<file path="config.mk">
export PLATFORM = sky130hd
export DESIGN_NAME = apb2axi_txn_router_flat
export DESIGN_NICKNAME = d
export VERILOG_FILES = /design/src/rtl/apb2axi_txn_router_pkg.sv /design/src/rtl/apb2axi_txn_router_if.sv /design/src/rtl/apb2axi_txn_router_skid_buf.sv /design/src/rtl/apb2axi_txn_router.sv /design/src/flat_wrapper.sv
export SDC_FILE = /design/constraint.sdc
export NUM_CORES = 1
export LEC_CHECK = 0
export CORE_UTILIZATION = 35
export CTS_BUF_LIST = sky130_fd_sc_hd__clkbuf_4 sky130_fd_sc_hd__clkbuf_8
export CTS_CLUSTER_DIAMETER = 200
export DETAILED_ROUTE_END_ITERATION = 12
export PLACE_DENSITY = 0.56
export SLEW_MARGIN = 30
export SYNTH_ARGS = -nofsm -noshare
export SYNTH_HDL_FRONTEND = slang
export SYNTH_SLANG_ARGS = --single-unit
</file>
<file path="constraint.sdc">
create_clock -name aclk_i -period 8.7 [get_ports aclk_i]
set_input_delay 1.305 -clock aclk_i [delete_from_list [all_inputs] [get_ports aclk_i]]
set_output_delay 1.305 -clock aclk_i [all_outputs]
set_load 0.1 [all_outputs]
</file>
<file path="src/rtl/apb2axi_txn_router_pkg.sv">
// Shared types for the multi-source directory-to-AXI-FIFO router.
// The directory entry layout is the contract between the APB side and the AXI request FIFOs.
package apb2axi_txn_router_pkg;

    localparam int ADDR_W        = 32;
    localparam int TRK_DEPTH_DEF = 4;
    localparam int HAZ_LSB_DEF   = 6;

    typedef struct packed {
        logic              is_write;
        logic [ADDR_W-1:0] addr;
        logic [7:0]        len;
        logic [3:0]        id;
    } directory_entry_t;

    localparam int CMD_ENTRY_W = $bits(directory_entry_t);

endpackage

</file>
<file path="src/rtl/apb2axi_txn_router_if.sv">
// Source pop ports plus WR/RD FIFO push ports of the router.
// The router owns the slave view; whatever drives the sources and sinks the FIFOs owns the master view.
interface apb2axi_txn_router_if
    import apb2axi_txn_router_pkg::*;
#(
    parameter int NUM_SRC = 2,
    parameter int ENTRY_W = CMD_ENTRY_W
);
    logic [NUM_SRC-1:0]              src_vld;
    logic [NUM_SRC-1:0][ENTRY_W-1:0] src_entry;
    logic [NUM_SRC-1:0]              src_rdy;
    logic                            wr_push_vld;
    logic                            wr_push_rdy;
    logic [ENTRY_W-1:0]              wr_push_data;
    logic                            rd_push_vld;
    logic                            rd_push_rdy;
    logic [ENTRY_W-1:0]              rd_push_data;

    modport slave (
        input  src_vld, src_entry, wr_push_rdy, rd_push_rdy,
        output src_rdy, wr_push_vld, wr_push_data, rd_push_vld, rd_push_data
    );

    modport master (
        output src_vld, src_entry, wr_push_rdy, rd_push_rdy,
        input  src_rdy, wr_push_vld, wr_push_data, rd_push_vld, rd_push_data
    );

endinterface

</file>
<file path="src/rtl/apb2axi_txn_router_skid_buf.sv">
// Small valid/ready FIFO feeding one AXI request FIFO; output held stable until rdy_i.
// The caller only pushes when full_o is low, so no overflow guard is needed here.
module apb2axi_txn_router_skid_buf #(
    parameter int W     = 8,
    parameter int DEPTH = 2,
    localparam int AW   = (DEPTH > 1) ? $clog2(DEPTH) : 1
) (
    input  logic         clk_i,
    input  logic         rst_i,
    input  logic         push_i,
    input  logic [W-1:0] din_i,
    output logic         full_o,
    output logic         vld_o,
    input  logic         rdy_i,
    output logic [W-1:0] dout_o
);

    logic [W-1:0]  mem_q [DEPTH];
    logic [AW-1:0] wp_q, rp_q;
    logic [AW:0]   cnt_q;
    logic          pop;

    assign pop    = vld_o && rdy_i;
    assign vld_o  = (cnt_q != '0);
    assign full_o = (cnt_q == (AW+1)'(DEPTH));
    assign dout_o = mem_q[rp_q];

    always_ff @(posedge clk_i or posedge rst_i) begin
        if (rst_i) begin
            for (int i = 0; i < DEPTH; i++) mem_q[i] <= '0;
            wp_q  <= '0;
            rp_q  <= '0;
            cnt_q <= '0;
        end else begin
            if (push_i) begin
                mem_q[wp_q] <= din_i;
                wp_q        <= (wp_q == AW'(DEPTH-1)) ? '0 : wp_q + 1'b1;
            end
            if (pop) rp_q <= (rp_q == AW'(DEPTH-1)) ? '0 : rp_q + 1'b1;
            case ({push_i, pop})
                2'b10:   cnt_q <= cnt_q + 1'b1;
                2'b01:   cnt_q <= cnt_q - 1'b1;
                default: cnt_q <= cnt_q;
            endcase
        end
    end

endmodule

</file>
<file path="src/rtl/apb2axi_txn_router.sv">
// Round-robin router from NUM_SRC directory pop ports into WR/RD skid buffers, holding
// back reads that overlap a write still outstanding on AXI (tracked from accept until B).
module apb2axi_txn_router
    import apb2axi_txn_router_pkg::*;
#(
    parameter int NUM_SRC   = 2,
    parameter int ENTRY_W   = CMD_ENTRY_W,
    parameter int TRK_DEPTH = TRK_DEPTH_DEF,
    parameter int HAZ_LSB   = HAZ_LSB_DEF,
    parameter bit HAZARD_EN = 1'b1,
    localparam int CNT_W    = $clog2(TRK_DEPTH) + 1
) (
    input  logic                 aclk_i,
    input  logic                 areset_i,
    apb2axi_txn_router_if.slave  bus,
    input  logic                 wr_done_vld_i,
    output logic [CNT_W-1:0]     trk_count_o,
    output logic                 haz_stall_o,
    output logic                 wr_done_err_o
);

    localparam int SRC_W = (NUM_SRC > 1) ? $clog2(NUM_SRC) : 1;
    localparam int PTR_W = $clog2(TRK_DEPTH);
    localparam int TAG_W = ADDR_W - HAZ_LSB;

    directory_entry_t [NUM_SRC-1:0] ent;
    directory_entry_t               sel;
    logic [NUM_SRC-1:0]             elig, haz_hit, rd_blk;
    logic [SRC_W-1:0]               rr_q, rr_d, gnt_idx, cand;
    logic                           gnt_vld, wr_push, rd_push, wr_full, rd_full, alloc, free, err_q;
    logic [PTR_W:0]                 wr_ptr_q, rd_ptr_q;
    logic [TAG_W-1:0]               tag_q [TRK_DEPTH];
    logic [TRK_DEPTH-1:0]           slot_vld;
    logic [CNT_W-1:0]               cnt;

    assign cnt = wr_ptr_q - rd_ptr_q;

    // A slot is live when its distance from the oldest entry is below the occupancy.
    for (genvar j = 0; j < TRK_DEPTH; j++) begin : g_slot
        logic [PTR_W-1:0] off;
        assign off         = PTR_W'(j) - rd_ptr_q[PTR_W-1:0];
        assign slot_vld[j] = ({1'b0, off} < cnt);
    end

    for (genvar i = 0; i < NUM_SRC; i++) begin : g_src
        logic [TRK_DEPTH-1:0] match;
        assign ent[i] = bus.src_entry[i];
        for (genvar j = 0; j < TRK_DEPTH; j++) begin : g_cmp
            assign match[j] = slot_vld[j] && (tag_q[j] == ent[i].addr[ADDR_W-1:HAZ_LSB]);
        end
        assign haz_hit[i] = HAZARD_EN && (|match);
        assign rd_blk[i]  = bus.src_vld[i] && !ent[i].is_write && haz_hit[i];
        assign elig[i]    = bus.src_vld[i] && !areset_i &&
                            (ent[i].is_write ? (!wr_full && (cnt < CNT_W'(TRK_DEPTH)))
                                             : (!rd_full && !haz_hit[i]));
    end

    always_comb begin
        gnt_vld = 1'b0;
        gnt_idx = '0;
        cand    = '0;
        for (int k = 0; k < NUM_SRC; k++) begin
            cand = SRC_W'((int'(rr_q) + k) % NUM_SRC);
            if (!gnt_vld && elig[cand]) begin
                gnt_vld = 1'b1;
                gnt_idx = cand;
            end
        end
    end

    always_comb begin
        bus.src_rdy = '0;
        if (gnt_vld) bus.src_rdy[gnt_idx] = 1'b1;
    end

    assign sel     = ent[gnt_idx];
    assign rr_d    = (gnt_idx == SRC_W'(NUM_SRC-1)) ? '0 : gnt_idx + 1'b1;
    assign wr_push = gnt_vld && sel.is_write;
    assign rd_push = gnt_vld && !sel.is_write;
    assign alloc   = wr_push;
    assign free    = wr_done_vld_i && (cnt != '0);

    always_ff @(posedge aclk_i or posedge areset_i) begin
        if (areset_i) begin
            rr_q     <= '0;
            wr_ptr_q <= '0;
            rd_ptr_q <= '0;
            err_q    <= 1'b0;
        end else begin
            if (gnt_vld) rr_q <= rr_d;
            if (alloc)   wr_ptr_q <= wr_ptr_q + 1'b1;
            if (free)    rd_ptr_q <= rd_ptr_q + 1'b1;
            if (wr_done_vld_i && (cnt == '0)) err_q <= 1'b1;
        end
    end

    // Tags need no reset: slot validity comes purely from the pointers.
    always_ff @(posedge aclk_i) begin
        if (alloc) tag_q[wr_ptr_q[PTR_W-1:0]] <= sel.addr[ADDR_W-1:HAZ_LSB];
    end

    apb2axi_txn_router_skid_buf #(.W(ENTRY_W), .DEPTH(2)) u_wr_skid (
        .clk_i  (aclk_i),
        .rst_i  (areset_i),
        .push_i (wr_push),
        .din_i  (bus.src_entry[gnt_idx]),
        .full_o (wr_full),
        .vld_o  (bus.wr_push_vld),
        .rdy_i  (bus.wr_push_rdy),
        .dout_o (bus.wr_push_data)
    );

    apb2axi_txn_router_skid_buf #(.W(ENTRY_W), .DEPTH(2)) u_rd_skid (
        .clk_i  (aclk_i),
        .rst_i  (areset_i),
        .push_i (rd_push),
        .din_i  (bus.src_entry[gnt_idx]),
        .full_o (rd_full),
        .vld_o  (bus.rd_push_vld),
        .rdy_i  (bus.rd_push_rdy),
        .dout_o (bus.rd_push_data)
    );

    assign trk_count_o   = cnt;
    assign haz_stall_o   = |rd_blk;
    assign wr_done_err_o = err_q;

endmodule

</file>
<file path="src/flat_wrapper.sv">
// flat-port wrapper written by rule: the top's interface ports become plain ports
module apb2axi_txn_router_flat import apb2axi_txn_router_pkg::*;
#(
    parameter int NUM_SRC   = 2,
    parameter int ENTRY_W   = CMD_ENTRY_W,
    parameter int TRK_DEPTH = TRK_DEPTH_DEF,
    parameter int HAZ_LSB   = HAZ_LSB_DEF,
    parameter bit HAZARD_EN = 1'b1,
    localparam int CNT_W    = $clog2(TRK_DEPTH) + 1
)
  (aclk_i, areset_i, wr_done_vld_i, trk_count_o, haz_stall_o, wr_done_err_o, bus_src_vld, bus_src_entry, bus_wr_push_rdy, bus_rd_push_rdy, bus_src_rdy, bus_wr_push_vld, bus_wr_push_data, bus_rd_push_vld, bus_rd_push_data);
  apb2axi_txn_router_if #(.NUM_SRC(NUM_SRC), .ENTRY_W(ENTRY_W)) bus_i ();
  input  logic aclk_i;
  input  logic areset_i;
  input  logic wr_done_vld_i;
  output logic [CNT_W-1:0] trk_count_o;
  output logic haz_stall_o;
  output logic wr_done_err_o;
  input wire logic [$bits(bus_i.src_vld)-1:0] bus_src_vld;
  input wire logic [$bits(bus_i.src_entry)-1:0] bus_src_entry;
  input wire logic [$bits(bus_i.wr_push_rdy)-1:0] bus_wr_push_rdy;
  input wire logic [$bits(bus_i.rd_push_rdy)-1:0] bus_rd_push_rdy;
  output wire logic [$bits(bus_i.src_rdy)-1:0] bus_src_rdy;
  output wire logic [$bits(bus_i.wr_push_vld)-1:0] bus_wr_push_vld;
  output wire logic [$bits(bus_i.wr_push_data)-1:0] bus_wr_push_data;
  output wire logic [$bits(bus_i.rd_push_vld)-1:0] bus_rd_push_vld;
  output wire logic [$bits(bus_i.rd_push_data)-1:0] bus_rd_push_data;
  assign bus_i.src_vld = bus_src_vld;
  assign bus_i.src_entry = bus_src_entry;
  assign bus_i.wr_push_rdy = bus_wr_push_rdy;
  assign bus_i.rd_push_rdy = bus_rd_push_rdy;
  assign bus_src_rdy = bus_i.src_rdy;
  assign bus_wr_push_vld = bus_i.wr_push_vld;
  assign bus_wr_push_data = bus_i.wr_push_data;
  assign bus_rd_push_vld = bus_i.rd_push_vld;
  assign bus_rd_push_data = bus_i.rd_push_data;
  apb2axi_txn_router #(.NUM_SRC(NUM_SRC), .ENTRY_W(ENTRY_W), .TRK_DEPTH(TRK_DEPTH), .HAZ_LSB(HAZ_LSB), .HAZARD_EN(HAZARD_EN)) u_core (.aclk_i(aclk_i), .areset_i(areset_i), .bus(bus_i), .wr_done_vld_i(wr_done_vld_i), .trk_count_o(trk_count_o), .haz_stall_o(haz_stall_o), .wr_done_err_o(wr_done_err_o));
endmodule
</file>
==> impl_summary.txt <==
----------------------------------------------------
[Timing]
  Clock tree skew after final layout ... 0.0263 ns
  Max Transition Viols Final ... 0
  Final cycle utilization of the critical path ... 78.9%
  Slew HR ... 33.5%
  Final count of hold timing violations ... 0
  Unrepaired setup endpoints after global routing ... no
  Total of endpoints with negative setup slack in the final report ... 0
  Final critical path time including I/O delays and setup ... 6.87 ns
  Achievable Freq ... 146 MHz
  Final setup slack of the worst path ... 1.83 ns
  Total Neg Setup Slack ... 0 ns
  Slew of the pin with the lowest slew margin ... 0.994 ns

[Global routing]
  Remaining global-route overflow ... 0
  Wire length of the first global-routing pass ... 80.7 mm
  Vias in the first global route ... 12300
  Antenna violations before repair ... 1
  Pin count of the biggest net entering global routing ... 74
  Aggregate global-route resource usage ... 24.4%

[Synthesis]
  Combined area of all synthesized cells ... 15600 sq um
  Compound-gate portion of the synthesized area ... 16.3%
  Fraction of synthesized area in multiplexers ... 6.50%
  Post-Synth Adder-Cell Area ... 1.33%
  Main combinational cell family by area after synthesis ... compound AO/OA/AOI/OAI gates
  Post-synth cell types ... 42
  Flop and latch count out of synthesis ... 300
  Post-synthesis share of cell area spent on xor and xnor gates ... 12.6%
  Proportion of synthesized chip area in sequential cells ... 51.5%
  Simple-gate portion of the synthesized area ... 6.81%
  Number of cells produced by synthesis ... 1402
  Synthesized area per cell ... 11.1 sq um
  Count of synthesis-stage warnings from yosys ... 0
  Number of nets produced by synthesis ... 1515

[Critical path]
  Cell class contributing the biggest share of worst-path delay ... buffers and inverters
  Worst Setup Start Kind ... flip-flop
  Crit path arrival time ... 5.56 ns
  Cell occurring most often along the worst timing path ... inv_1
  Element type at the critical path end ... primary output
  CP Buf/Inv Count ... 5
  CP required ... 7.39 ns
  Slowest cell on crit path ... clkdlybuf4s50_1
  CP max FO ... 45
  Delay of the slowest critical-path stage ... 1.00 ns
  Crit path kind ... reg2out
  Critical path, cell by cell ... inv_1 -> ha_1 -> inv_1 -> fa_1 -> inv_1 -> ha_1 -> nor2b_1 -> o21ai_0 -> nand3_1 -> and4_1 -> a21oi_4 -> buf_4 -> nor2_1 -> clkdlybuf4s50_1

[CTS]
  Master cell of the clock root buffer ... clkbuf_8
  Skew-Pair Late Insertion Delay ... 0.64 ns
  Total CTS buffers ... 52
  CTS HTree Levels ... 2
  Clock tree from TritonCTS ... yes
  Clock-pin slew on the worst setup and hold paths ... 0.06 ns
  Hold-fix buffer count after cts ... 0
  Max Buffers Root-to-Sink ... 3
  Clock sink count ... 300
  Resize count post-CTS ... 0
  Buffer count from post-CTS setup fixing ... 0

[Finish]
  Layout cell share with drive strength beyond 1 ... 16.2%
  Combined flip-flop and latch cell area ... 8030 sq um
  Final Util ... 43.4%
  Commonest cells after routing, fill and taps aside ... xnor2_1, dfrtp_1, clkdlybuf4s50_1
  Fill cell total of the finished layout ... 4193
  Final layout net count ... 1641
  Leading cell type in the layout, fill and taps excluded ... xnor2_1
  Synth-to-layout area growth ... 21.2%
  Multi-input gate area ... 6850 sq um

[Min path]
  Class of the tightest hold or removal check ... reg2reg

[Detailed routing]
  Number of vias after detailed routing ... 12300
  Number of remaining DRC errors ... 0
  Detailed-route vias per instance ... 5.72
  Routed WL per cell ... 25.6 um
  Routed Antenna Nets ... 0
  Initial DRT Pass Iterations ... 5
  Iteration-0 DRC count of the detailed router ... 1120
  Total wire length after detailed routing ... 55.1 mm

[Placement]
  Pre-CTS setup slack ... 2.09 ns
  Buffers on Ports ... 195
  Final weighted congestion in routability-driven placement ... 0.995
  Detailed placer's ending HPWL ... 36.7 mm

[Floorplanning]
  Core area ... 43600 sq um
  Chip height ... 213 um
  Die boundary width ... 213 um
  Standard-cell row count ... 76
  I/O pin count ... 196
  Initial core utilization ... 35.8%
  DIE AREA ... 45400 sq um

[Status]
  Run status ... complete, no violations

[Job]
  Maximum Capacitance Violations ... 0

----------------------------------------------------
==> sequential cells by signal, summed over array words and instances, names as in the netlist <==
signal	cells
u_core.tag_q	104
u_core.u_rd_skid.mem_q	90
u_core.u_wr_skid.mem_q	90
u_core.rd_ptr_q	3
u_core.wr_ptr_q	3
u_core.u_rd_skid.cnt_q	2
u_core.u_wr_skid.cnt_q	2
u_core.rr_q	1
u_core.u_rd_skid.rp_q	1
u_core.u_rd_skid.wp_q	1
u_core.u_wr_skid.rp_q	1
u_core.u_wr_skid.wp_q	1
u_core.wr_done_err_o	1
==> area by class of cell <==
type	count	share of cell area [%]
Sequential cell	300	42.5
Multi-Input combinational cell	945	36.2
Timing Repair Buffer	214	10.9
Clock buffer	81	5.34
Tap cell	585	3.87
Clock inverter	15	0.775
Inverter	15	0.318
Antenna cell	1	0.0132
==> through the flow <==
stage                     instance area (sq um)  std cells  hold slack, ns
after global routing                      18900       2156           0.475
after detailed placement                  17700       2059           0.445
final                                     18900       2156           0.455
after global placement                    17800       2058           0.443
after CTS                                 18900       2155           0.460
after floorplan                           15600       1402           0.424
==> layer usage <==
layer / vias up / part of all wire [%] / global-route usage, %
met5: - / 0 / 0
met4: 0 / 2.5 / 7.99
met3: 91 / 7.1 / 3.91
met1: 6235 / 44 / 33.9
li1: 5422 / - / -
met2: 578 / 47 / 38.5
==> cell usage after synthesis (all sizes together) <==
master  number  area (sq um)
xor2         5          43.8
o21ai       51           330
nand4       49           307
o22ai        1          6.26
nor3        12          71.3
dfrtp      196          4900
nand2b       3          18.8
or2          3          18.8
a41oi       44           385
a31oi      133           832
and2         7          43.8
mux2        90          1010
buf         88           505
nand2       39           146
inv         15          56.3
a32o         1          10.0
edfxtp     104          3120
and4         2          17.5
a21o         4          30.0
xnor2      219          1930
a22oi        1          12.5
nand3       55           280
ha          15           188
a21oi      181           936
fa           1          20.0
nor2b        6          37.5
nor2        10          40.0
clkbuf      54           208
nor4         8          50.1
and3         5          31.3
==> logic make-up after synthesis <==
group                    Yosys count
AO/OA/AOI/OAI                    416
flip-flops                       300
XOR/XNOR                         224
AND/OR/NAND/NOR                  199
buffers and inverters            157
multiplexers                      90
adder cells (fa/ha/maj)           16
==> path summary, 6_finish.rpt <==
| check | from | cells past startpoint | slack, ns | end |
|---|---|---|---|---|
| max | u_core.wr_ptr_q[0] | 14 | 1.83 | bus_src_rdy[1] |
| min | u_core.u_wr_skid.mem_q[89] | 1 | 0.46 | u_core.u_wr_skid.mem_q[89] |
| max reg2reg | u_core.wr_ptr_q[0] | 15 | 3.77 | u_core.u_wr_skid.mem_q[73] |
| min reg2reg | u_core.u_wr_skid.mem_q[89] | 1 | 0.46 | u_core.u_wr_skid.mem_q[89] |
| max in group asynchronous | areset_i | 4 | 5.78 | u_core.u_rd_skid.rp_q |
| min in group asynchronous | areset_i | 3 | 1.45 | u_core.u_rd_skid.mem_q[85] |
Power is not shown: default switching activity piles up to over one toggle a cycle in this logic, so the estimate is an artifact.
